==> src/rtl/cnt_down_timer.sv <==
// Two-digit BCD countdown timer with start/pause/resume control,
// one-cycle DONE pulse on expiry and a combinational zero/borrow flag.
module cnt_down_timer #(
  parameter int unsigned CNT_MAX_VAL = 9
) (
  input  logic       CLK,
  input  logic       RST_N,
  input  logic       TICK,
  input  logic       START,
  input  logic       PAUSE,
  input  logic       CLR,
  input  logic       LOAD,
  input  logic [7:0] DATA,
  output logic [7:0] CNTVAL,
  output logic       BUSY,
  output logic       DONE,
  output logic       BF
);

  localparam logic [3:0] MAXD = 4'(CNT_MAX_VAL);

  typedef enum logic [1:0] {
    IDLE    = 2'd0,
    RUN     = 2'd1,
    PAUSED  = 2'd2,
    EXPIRED = 2'd3
  } state_e;

  state_e     state_q, state_d;
  logic [3:0] tens_q, tens_d;
  logic [3:0] units_q, units_d;
  logic       done_q, done_d;

  logic       is_zero;
  logic       is_one;
  logic [3:0] load_tens;
  logic [3:0] load_units;

  assign is_zero    = (tens_q == 4'd0) && (units_q == 4'd0);
  assign is_one     = (tens_q == 4'd0) && (units_q == 4'd1);
  assign load_tens  = (DATA[7:4] > MAXD) ? MAXD : DATA[7:4];
  assign load_units = (DATA[3:0] > MAXD) ? MAXD : DATA[3:0];

  // State, count and DONE registers with asynchronous active-low reset
  always_ff @(posedge CLK or negedge RST_N) begin
    if (!RST_N) begin
      state_q <= IDLE;
      tens_q  <= '0;
      units_q <= '0;
      done_q  <= 1'b0;
    end else begin
      state_q <= state_d;
      tens_q  <= tens_d;
      units_q <= units_d;
      done_q  <= done_d;
    end
  end

  // Next-state and count update; CLR > LOAD > START/PAUSE > TICK.
  // Any START or PAUSE pulse consumes the cycle, so a coincident TICK is dropped.
  always_comb begin
    state_d = state_q;
    tens_d  = tens_q;
    units_d = units_q;
    done_d  = 1'b0;
    if (CLR) begin
      state_d = IDLE;
      tens_d  = '0;
      units_d = '0;
    end else if (LOAD) begin
      state_d = IDLE;
      tens_d  = load_tens;
      units_d = load_units;
    end else if (START && PAUSE) begin
      state_d = state_q;
    end else if (START) begin
      if ((state_q == IDLE || state_q == PAUSED) && !is_zero) begin
        state_d = RUN;
      end
    end else if (PAUSE) begin
      if (state_q == RUN) begin
        state_d = PAUSED;
      end
    end else if (TICK && state_q == RUN && !is_zero) begin
      if (units_q == 4'd0) begin
        units_d = MAXD;
        tens_d  = tens_q - 4'd1;
      end else begin
        units_d = units_q - 4'd1;
      end
      if (is_one) begin
        state_d = EXPIRED;
        done_d  = 1'b1;
      end
    end
  end

  assign CNTVAL = {tens_q, units_q};
  assign BUSY   = (state_q == RUN);
  assign DONE   = done_q;
  assign BF     = is_zero;

endmodule

==> config.mk <==
export PLATFORM = sky130hd
export DESIGN_NAME = cnt_down_timer
export DESIGN_NICKNAME = d
export VERILOG_FILES = /design/src/rtl/cnt_down_timer.sv
export SDC_FILE = /design/constraint.sdc
export NUM_CORES = 1
export LEC_CHECK = 0
export ABC_AREA = 0
export CAP_MARGIN = 10
export CELL_PAD_IN_SITES_DETAIL_PLACEMENT = 2
export CELL_PAD_IN_SITES_GLOBAL_PLACEMENT = 2
export CORE_UTILIZATION = 34
export CTS_BUF_LIST = sky130_fd_sc_hd__clkbuf_8
export DETAILED_ROUTE_END_ITERATION = 16
export DONT_BUFFER_PORTS = 1
export GPL_ROUTABILITY_DRIVEN = 0
export HOLD_SLACK_MARGIN = 0.06
export PLACE_DENSITY = 0.79
export SLEW_MARGIN = 20
export SYNTH_ARGS = -nofsm -noshare
export SYNTH_HDL_FRONTEND = slang
export SYNTH_SLANG_ARGS = --single-unit
==> constraint.sdc <==
create_clock -name CLK -period 2.1 [get_ports CLK]
set_input_delay 0.315 -clock CLK [delete_from_list [all_inputs] [get_ports CLK]]
set_output_delay 0.315 -clock CLK [all_outputs]
set_load 0.005 [all_outputs]
==> out/results.ini <==
[floorplan]
rows = 17
die-area_sq_mm = 0.00265
start_util_pct = 36.9
core_region_area_sq_mm = 0.00225
die_width_um = 51.5
die_h_um = 51.5
io_pins = 26

[power]
peakVddDrop_mv = 0.346
powerDensity_mw_per_mm2 = 589
leakagePower_nw = 0.407

[setup_path]
path_class = reg2reg
cpLargestDelayFamily = compound AO/OA/AOI/OAI gates
reg2regPathDepth = 6
worstPathCellList = inv_1, ha_1, nor3b_4, a31oi_1, a221oi_2, mux2_2
endpoint_kind = flop
max_stage_delay_ps = 410
crit_slowest_cell = dfrtp_1
rr_endpoint = state_q[0]
crit_arrival_ps = 2110
startpoint_type = flop
worstPathRequired_ps = 2210
r2r_setup_slack_ps = 110
r2r-start = tens_q[1]
critical_path_buf_inv_count = 1
path_max_fanout = 6

[logic_synthesis]
syn-cell-area_sq_um = 832
synthTopCellsByArea = dfrtp_1 (33%), ha_1 (6.0%), a21oi_1 (4.2%), a211oi_1 (3.6%), inv_1 (3.6%)
synth_cells = 89
postSynthAreaPerCell_sq_um = 9.35
yosys_warnings = 0
seq_area_frac_synth_pct = 33.1
synth_top_area_share_pct = 33.1
synth_seq_cells = 11
synthesis.nets = 108
yosysTopAreaCell = dfrtp_1
yosys.cell_types.count = 38

[sta]
slew_violations = 0
period_share_pct = 94.9
whs_ps = 132
max_freq_mhz = 502
period_needed_ps = 1990
worst_pin_slew_ps = 511
hold_viol_final = 0
fin_skew_ps = 4.38
final.setup.tns_ps = 0
rsz0062_at_grt = false
maxSlewHeadroom_pct = 65.9
setup_viol = 0

[clock_network]
clk_pin_slew_ps = 50
clock_path_buffers = 2
cts-buffers-inserted = 3
h-tree-depth = 1
root_buffer = clkbuf_8
postCtsSetupBuffers = 0
cts_tree = yes
cts.sinks = 11
clk_latency_ps = 240

[placement]
placed_cells = 120
place_hpwl_um = 2070
io_buffers = 0
placed_area_sq_um = 897

[finish]
area.growth.synth_to_final_pct = 17.9
fin_nets = 117
final_common_cell = dfrtp_1
regArea_sq_um = 275
multi_input_area_sq_um = 548
fillers = 254
drive_gt1_share_pct = 26.8
layout_common_cells = dfrtp_1 (11), inv_1 (9), a21oi_1 (7), nor2_1 (5), buf_4 (5)
insertedDiodeCount = 0
fin_area_sq_um = 981
instances_no_fill = 125

[global_route]
grt_pass1_wl_um = 4220
grt-ovfl-total = 0
grt_usage_pct = 22.1
grt_max_degree = 13
antenna_found_initial = 0
grt_pass1_vias = 824

[route]
wire_per_inst_um = 20.6
drcViolationCount = 0
viasPerCell = 5.99
drt_iter0_markers = 10
ant_nets = 0
vias = 749
dr.pass1.iters = 4
drt_wl_total_um = 2580

[min_path]
min_to = tens_q[0]
hold_path_depth = 1
worstHoldPathType = in2reg
hold_start = CLR

[flow_run]
maxCapViolCount = 0

[outcome]
status = complete, no violations

## per-layer routing
| layer | wire (um) | GRT usage [%] | up-vias |
|---|---|---|---|
| li1 | - | - | 356 |
| met1 | 1120 | 28.8 | 374 |
| met2 | 1350 | 38.1 | 15 |
| met3 | 87 | 2.98 | 4 |
| met4 | 22 | 5.41 | 0 |
| met5 | 0 | 0 | - |
## cell families (layout without fill, tap and decap cells)
kind of cell | after synthesis | count (layout) | synth area share (%)
buf+inv | 10 | 18 | 4.51
xor+xnor | 1 | 1 | 1.05
mux | 3 | 3 | 3.91
compound gates | 26 | 26 | 23.5
fa+ha+maj | 4 | 4 | 6.02
flops | 11 | 11 | 33.1
simple gates | 34 | 34 | 28.0
## sequential cells by signal, summed over array words and instances (netlist names)
| register | cells |
|---|---|
| tens_q | 4 |
| units_q | 4 |
| DONE | 1 |
| state_q | 2 |
## final cells by class
class / instances / share of cell area [%]
repair buffers: 6 / 4.85
inverters: 8 / 3.06
clock inverters: 1 / 0.383
multi-input cells: 68 / 55.9
clock buffers: 3 / 4.21
flip-flops and latches: 11 / 28.1
well taps: 28 / 3.57
## cell usage after synthesis (all sizes together)
cell type   n
o21ba       1
o21ai       4
and3        1
mux2        2
nand3       1
nor3        4
a21oi       7
and4        2
dfrtp      11
a211o       1
a32o        1
and2        1
clkbuf      2
o31a        1
or4         1
or3b        1
a221o       1
a211oi      4
or2         2
nor4b       1
a221oi      3
and3b       1
ha          4
or3         1
nor4        3
xnor2       1
nor2        5
nor3b       3
inv         8
a2111oi     1
a31oi       2
nor2b       4
nand2       2
nand3b      1
mux2i       1
## metrics by stage
| stage | setup WS, ps | total power (W) | utilization, % |
|---|---|---|---|
| 3_5_place_dp | -82.1 | 0.000361 | 39.8 |
| 4_1_cts | 18.0 | 0.000579 | 42.7 |
| 3_3_place_gp | 8.27 | 0.000353 | 39.8 |
| 2_1_floorplan | 149 | 0.000328 | - |
| 6_report | 108 | 0.000577 | 43.5 |
| 5_1_grt | 10.4 | 0.000606 | 43.5 |
## power by group
part	internal (W)	total [W]	leakage [nW]	switching, W
Sequential	0.000225	0.000241	0.146	0.0000159
Combinational	0.0000581	0.000131	0.234	0.0000729
Clock	0.000128	0.000206	0.0269	0.0000775
## worst max path at each step
stage	slack, ps	depth (start not counted)	endpoint	startpoint
after floorplan	150	6	tens_q[3]	units_q[0]
after global placement	8	6	state_q[0]	tens_q[1]
after detailed placement	-80	6	units_q[2]	units_q[1]
after CTS	20	6	state_q[0]	units_q[0]
after global routing	10	6	state_q[0]	tens_q[1]
final	110	6	state_q[0]	tens_q[1]
## worst reg2reg max path: cells and delay by family (launching register included)
kind                       cells  cell delay [ps]
AOI/OAI and AO/OA              2              430
adders and majority gates      1              190
buffers and inverters          1               80
DFF                            1              410
muxes                          1              380
and+or+nand+nor                1              380
## what timing repair did
item                                    in CTS  in global routing
gates resized for setup                      2                  3
hold buffers                                 1                  0
pin swaps                                    0                  1
hold endpoints to repair                    11                  0
endpoints found under the setup margin       3                  6
cloned                                       0                  0
(Power assumes the default switching activity.)
